### src/rtl/baud_tick_gen_pkg.sv
// Shared UART clocking definitions: default divisor widths, the clamp floor for
// the integer divisor, and the reset-divisor calculation used by rx/tx blocks.
package baud_tick_gen_pkg;

  localparam int UART_INT_W   = 16;
  localparam int UART_FRAC_W  = 4;
  localparam int UART_DIV_W   = UART_INT_W + UART_FRAC_W;
  localparam int MIN_DIV_INT  = 2;

  // round(clk_rate * 2^frac_w / (baud_rate * oversample)) in Q(int).(frac_w)
  function automatic longint unsigned calc_def_div(
    input longint unsigned clk_rate,
    input longint unsigned baud_rate,
    input longint unsigned oversample,
    input int unsigned     frac_w
  );
    longint unsigned num;
    longint unsigned den;
    num = clk_rate << frac_w;
    den = baud_rate * oversample;
    return (num + den / 2) / den;
  endfunction

endpackage

### src/rtl/baud_tick_gen_frac_divider.sv
// Fractional cycle divider: counts div_int (+1 on fractional carry) cycles per
// os_tick and accumulates the fractional part at every tick.
module frac_divider #(
  parameter int INT_W  = 16,
  parameter int FRAC_W = 4
) (
  input  logic              CLK_100MHZ,
  input  logic              reset,
  input  logic              enable,
  input  logic              resync,
  input  logic [INT_W-1:0]  div_int,
  input  logic [FRAC_W-1:0] div_frac,
  output logic              os_tick
);

  logic [INT_W:0]  cnt_q, cnt_d;
  logic [INT_W:0]  cnt_inc;
  logic [INT_W:0]  period;
  logic [FRAC_W-1:0] frac_q, frac_d;
  logic [FRAC_W:0]   frac_sum;
  logic            carry_q, carry_d;

  always_comb begin
    // NOTE: every signal written here gets a default first, so no path can leave one unassigned and infer a latch.
    cnt_d    = cnt_q;
    frac_d   = frac_q;
    carry_d  = carry_q;
    os_tick  = 1'b0;
    period   = {1'b0, div_int} + {{INT_W{1'b0}}, carry_q};
    cnt_inc  = cnt_q + 1'b1;
    frac_sum = {1'b0, frac_q} + {1'b0, div_frac};

    if (resync) begin
      cnt_d   = '0;
      frac_d  = '0;
      carry_d = 1'b0;
    end else if (enable) begin
      // >= rather than == keeps the counter bounded if a shorter divisor lands mid-period while disabled
      if (cnt_inc >= period) begin
        os_tick = !reset;
        cnt_d   = '0;
        frac_d  = frac_sum[FRAC_W-1:0];
        carry_d = frac_sum[FRAC_W];
      end else begin
        cnt_d = cnt_inc;
      end
    end
  end

  always_ff @(posedge CLK_100MHZ) begin
    // NOTE: non-blocking assignments so every flop samples pre-edge values regardless of statement order.
    if (reset) begin
      cnt_q   <= '0;
      frac_q  <= '0;
      carry_q <= 1'b0;
    end else begin
      cnt_q   <= cnt_d;
      frac_q  <= frac_d;
      carry_q <= carry_d;
    end
  end

endmodule

### src/rtl/baud_tick_gen.sv
// Baud/oversample tick generator with a fractional divisor that can be reloaded
// glitch-free at os_tick boundaries; bit_tick marks every OVERSAMPLE-th os_tick.
module baud_tick_gen
  import baud_tick_gen_pkg::*;
#(
  parameter int CLK_RATE     = 100000000,
  parameter int DEFAULT_BAUD = 9600,
  parameter int OVERSAMPLE   = 16,
  parameter int INT_W        = UART_INT_W,
  parameter int FRAC_W       = UART_FRAC_W
) (
  input  logic                    CLK_100MHZ,
  input  logic                    reset,
  input  logic                    enable,
  input  logic                    resync,
  input  logic [INT_W+FRAC_W-1:0] div_in,
  input  logic                    div_load,
  output logic                    div_ack,
  output logic [INT_W+FRAC_W-1:0] div_active,
  output logic                    os_tick,
  output logic                    bit_tick
);

  localparam int DIV_W = INT_W + FRAC_W;
  localparam int SUB_W = $clog2(OVERSAMPLE);
  localparam logic [DIV_W-1:0] DEF_DIV =
    DIV_W'(calc_def_div(CLK_RATE, DEFAULT_BAUD, OVERSAMPLE, FRAC_W));
  localparam logic [SUB_W-1:0] SUB_LAST = SUB_W'(OVERSAMPLE - 1);

  logic [DIV_W-1:0] div_active_q, div_active_d;
  logic [DIV_W-1:0] pend_div_q, pend_div_d;
  logic             pend_valid_q, pend_valid_d;
  logic [SUB_W-1:0] sub_q, sub_d;
  logic [DIV_W-1:0] pend_clamped;
  logic [INT_W-1:0] pend_int;
  logic             apply;

  frac_divider #(
    .INT_W  (INT_W),
    .FRAC_W (FRAC_W)
  ) u_frac_divider (
    .CLK_100MHZ (CLK_100MHZ),
    .reset      (reset),
    .enable     (enable),
    .resync     (resync),
    .div_int    (div_active_q[DIV_W-1:FRAC_W]),
    .div_frac   (div_active_q[FRAC_W-1:0]),
    .os_tick    (os_tick)
  );

  always_comb begin
    pend_int     = pend_div_q[DIV_W-1:FRAC_W];
    pend_clamped = pend_div_q;
    if (pend_int < INT_W'(MIN_DIV_INT)) begin
      pend_clamped = {INT_W'(MIN_DIV_INT), pend_div_q[FRAC_W-1:0]};
    end

    // The divisor only changes at a period boundary, or when no period is running
    apply = pend_valid_q && (os_tick || !enable || resync);

    div_active_d = apply ? pend_clamped : div_active_q;
    pend_div_d   = pend_div_q;
    pend_valid_d = pend_valid_q && !apply;
    if (div_load) begin
      pend_div_d   = div_in;
      pend_valid_d = 1'b1;
    end

    sub_d = sub_q;
    if (resync) begin
      sub_d = '0;
    end else if (os_tick) begin
      sub_d = sub_q + 1'b1;
    end
  end

  always_comb begin
    div_ack    = apply && !reset;
    bit_tick   = os_tick && (sub_q == SUB_LAST);
    div_active = div_active_q;
  end

  always_ff @(posedge CLK_100MHZ) begin
    if (reset) begin
      div_active_q <= DEF_DIV;
      pend_div_q   <= '0;
      pend_valid_q <= 1'b0;
      sub_q        <= '0;
    end else begin
      div_active_q <= div_active_d;
      pend_div_q   <= pend_div_d;
      pend_valid_q <= pend_valid_d;
      sub_q        <= sub_d;
    end
  end

endmodule

### config.mk
export PLATFORM = sky130hd
export DESIGN_NAME = baud_tick_gen
export DESIGN_NICKNAME = d
export VERILOG_FILES = /design/src/rtl/baud_tick_gen_pkg.sv /design/src/rtl/baud_tick_gen_frac_divider.sv /design/src/rtl/baud_tick_gen.sv
export SDC_FILE = /design/constraint.sdc
export NUM_CORES = 1
export LEC_CHECK = 0
export BUFFER_PORTS_ARGS = -buffer_cell sky130_fd_sc_hd__buf_2
export CORE_MARGIN = 2
export CORE_UTILIZATION = 51
export CTS_CLUSTER_SIZE = 14
export DETAILED_ROUTE_END_ITERATION = 8
export HOLD_SLACK_MARGIN = 0.05
export PLACE_DENSITY = 0.72
export SLEW_MARGIN = 20
export SYNTH_ARGS = -nofsm -noshare
export SYNTH_HDL_FRONTEND = slang
export SYNTH_HIERARCHICAL = 1
export SYNTH_SLANG_ARGS = --single-unit
### constraint.sdc
create_clock -name CLK_100MHZ -period 5.63 [get_ports CLK_100MHZ]
set_input_delay 0.8445 -clock CLK_100MHZ [delete_from_list [all_inputs] [get_ports CLK_100MHZ]]
set_output_delay 0.8445 -clock CLK_100MHZ [all_outputs]
set_load 0.1 [all_outputs]
==> results.json <==
{
  "status": "finished clean",
  "nNetsFinal": 529,
  "synth_ff_type": "dfxtp_1",
  "hold_class": "reg2reg",
  "pin_count": 48,
  "synth_seq_cells": 67,
  "area_growth_pct": 13.6,
  "io_buffers": 47,
  "cts_max_path_buffers": 2,
  "cts_setup_buffers": 0,
  "drtIter0Drc": 130,
  "seq_area_frac_synth": 0.357,
  "worst_slack_ps": 356,
  "cp_common_cell": "nand2_1",
  "synth.avg_cell_area_um2": 8.44,
  "worstPathMaxFanout": 22,
  "grt_pass1_wl_mm": 14.2,
  "worstPathCellList": "ha_1, nand2_1, nor4_2, nand2_1, xnor2_1, ha_1, and2_0, a221o_1, a21oi_1, o211ai_1, o21ai_2, nor2_4, or3b_4, nand2_1, nor2_4, buf_12",
  "fp.dieArea_um2": 8060,
  "min_period_ps": 5270,
  "clock_skew_ps": 10.1,
  "timing.slew.headroom": 0.541,
  "die_w_um": 89.8,
  "worstPathArrival_ps": 4430,
  "post-route-util": 0.594,
  "hold_viol_final": 0,
  "power_frac_comb": 0.117,
  "tightest_slew_ps": 687,
  "clock-sinks": 67,
  "p_leak_nw": 1.66,
  "cts_hold_buffers": 0,
  "root_buffer": "clkbuf_8",
  "cts_tree": "built",
  "worstSetupPathType": "reg2out",
  "fmax_ghz": 0.190,
  "start_util": 0.523,
  "fillers": 640,
  "tns_ps": 0,
  "p_sw_mw": 0.296,
  "intPower_mw": 0.743,
  "grt_setup_unrepaired": "false",
  "insertion_delay_ps": 340,
  "synth_edf_count": 0,
  "powerDensity_nw_per_um2": 244,
  "critPathCaptureType": "output pin",
  "drive_gt1_frac": 0.176,
  "synthCells": 445,
  "fp-row-count": 31,
  "cts_made_buffers": 9,
  "fin_crit_sh": 0.937,
  "grt_pass1_vias": 3010,
  "wl_per_cell_um": 14.3,
  "cp_slowest_stage_delay_ps": 530,
  "syn_nets": 496,
  "finalHoldWorstSlack_ps": 477,
  "synthesis.area_um2": 3750,
  "clockPowerShare": 0.395,
  "antenna_found_initial": 0,
  "start_kind": "flop",
  "dieHeight_um": 89.8,
  "yosys-top-cells-area": "dfxtp_1, ha_1, mux2i_1",
  "vias_per_cell": 5.49,
  "setup_viol": 0,
  "yosysTopAreaCell": "dfxtp_1",
  "hpwl_mm": 5.95,
  "firstDrtPassIters": 4,
  "async_flop_share": 0,
  "post-route-drc-count": 0,
  "yosys_warnings": 6,
  "irDropWorstVdd_v": 0.000235,
  "maxCapViolations": 0,
  "yosys.cell_types.count": 48,
  "routed_wl_mm": 8.35,
  "synth_top_area_frac": 0.357,
  "num_vias": 3196,
  "overflow": 0,
  "n_antenna_cell": 0,
  "crit_required_ps": 4790,
  "grtUsageTotal": 0.212,
  "final_max_slew_viol_count": 0,
  "switching_share": 0.285,
  "grt_max_degree": 50,
  "core-area_um2": 7180,
  "dp_slack_ps": 516,
  "ant_nets": 0,
  "cts_max_level": 3,
  "clk_pin_slew_worst_paths_ps": 80,
  "routabilityCongestion": 0.838,
  "slowest_stage": "or3b_4",
  "p_seq_frac": 0.488
}
-- cells by family after synthesis --
family                     count (synthesis)  synth area share
xor gates and xnor gates                  32            0.0747
DFF                                       67             0.357
muxes                                     24            0.0640
adders and majority gates                 26            0.0887
AOI/OAI and AO/OA                         85             0.139
buffers and inverters                     41            0.0480
and+or+nand+nor                          170             0.228
-- worst paths after layout --
check / from / end / slack [ps] / cells after the start
max: u_frac_divider/cnt_q[0] / div_ack / 360 / 16
min: u_frac_divider/frac_q[0] / u_frac_divider/frac_q[0] / 480 / 2
max reg2reg: u_frac_divider/cnt_q[0] / div_active[4] / 1430 / 15
min reg2reg: u_frac_divider/frac_q[0] / u_frac_divider/frac_q[0] / 480 / 2
-- power by group through the flow --
stage	Clock [mW]	Combinational (mW)	Sequential, mW
floorplan	0	0.0582	0.551
detailed placement	0	0.121	0.517
CTS	0.423	0.122	0.506
finish	0.411	0.122	0.507
global placement	0	0.120	0.517
global route	0.442	0.131	0.509
-- metrics by stage --
step / power (mW) / instance area [µm²] / std cells
CTS: 1.05 / 4250 / 582
finish: 1.04 / 4260 / 582
detailed placement: 0.639 / 4050 / 566
global placement: 0.637 / 4050 / 566
floorplan: 0.609 / 3780 / 445
global route: 1.08 / 4260 / 582
-- Yosys cell counts (2+ instances only) --
master	n
clkbuf_1	19
a21o_1	2
and3_4	3
o21ai_0	21
nor3_1	11
nand2_1	46
ha_1	25
or4b_1	2
or4_1	3
xor2_1	15
and4_1	2
a211o_1	10
buf_2	5
nand4_1	8
nor4_1	4
dfxtp_1	67
o21a_1	2
a221o_1	2
buf_6	2
mux2i_1	24
and3_1	6
nor2b_1	4
inv_1	12
or3_1	9
nand3_1	30
a21oi_1	35
a211oi_1	5
o211ai_1	2
nor2_1	34
xnor2_1	17
-- metal layers --
layer	GRT usage	vias up	share of wire	wire [µm]
met1	0.263	1478	0.46	3870
met3	0.0578	7	0.045	373
li1	-	1646	-	-
met4	0.0526	0	0.0086	72
met5	0	-	0	0
met2	0.366	65	0.48	4030
-- worst max-delay path: cells and delay by family, from the launching register on --
family	cells	cell delay, ps
flip-flops	1	440
AO/OA/AOI/OAI	4	920
XOR/XNOR	1	150
AND/OR/NAND/NOR	8	1760
adder cells (fa/ha/maj)	2	630
buffers and inverters	1	180
-- repair_timing --
item | CTS | global route
hold endpoints to repair | 0 | 0
gates resized for setup | 0 | 2
endpoints found under the setup margin | 0 | 1
-- state kept, by name (all words and copies together), names as in the netlist --
name,cells
u_frac_divider/cnt_q,17
u_frac_divider/carry_q,1
u_frac_divider/frac_q,4
pend_div_q,20
sub_q,4
div_active,20
pend_valid_q,1
-- layout by cell type (no fill, tap or decap), types with 2 or more instances in the layout --
cell type   count
a211o_1        10
a211oi_1        4
a21o_1          2
a21oi_1        35
a221o_1         2
and3_1          6
and3_4          3
buf_2          46
buf_4           4
clkbuf_8       10
clkinv_4        2
clkinvlp_4      2
dfxtp_1        62
dfxtp_2         5
ha_1           25
inv_1          12
mux2i_1        24
nand2_1        46
nand3_1        30
nand4_1         8
nor2_1         32
nor2_4          2
nor2b_1         4
nor3_1         11
nor4_1          3
o211ai_1        2
o21a_1          2
o21ai_0        21
or3_1           9
or4_1           3
or4b_1          2
xnor2_1        17
xor2_1         15
-- layout make-up --
| class | count | area [µm²] | area share |
|---|---|---|---|
| multi-input combinational | 337 | 2260 | 0.531 |
| sequential | 67 | 1350 | 0.316 |
| timing repair buffer | 51 | 280 | 0.0657 |
| clock buffer | 11 | 141 | 0.0332 |
| tap | 99 | 124 | 0.0290 |
| clock inverter | 5 | 62.6 | 0.0147 |
| inverter | 12 | 45.0 | 0.0106 |
Power figures use the tool's default switching activity.
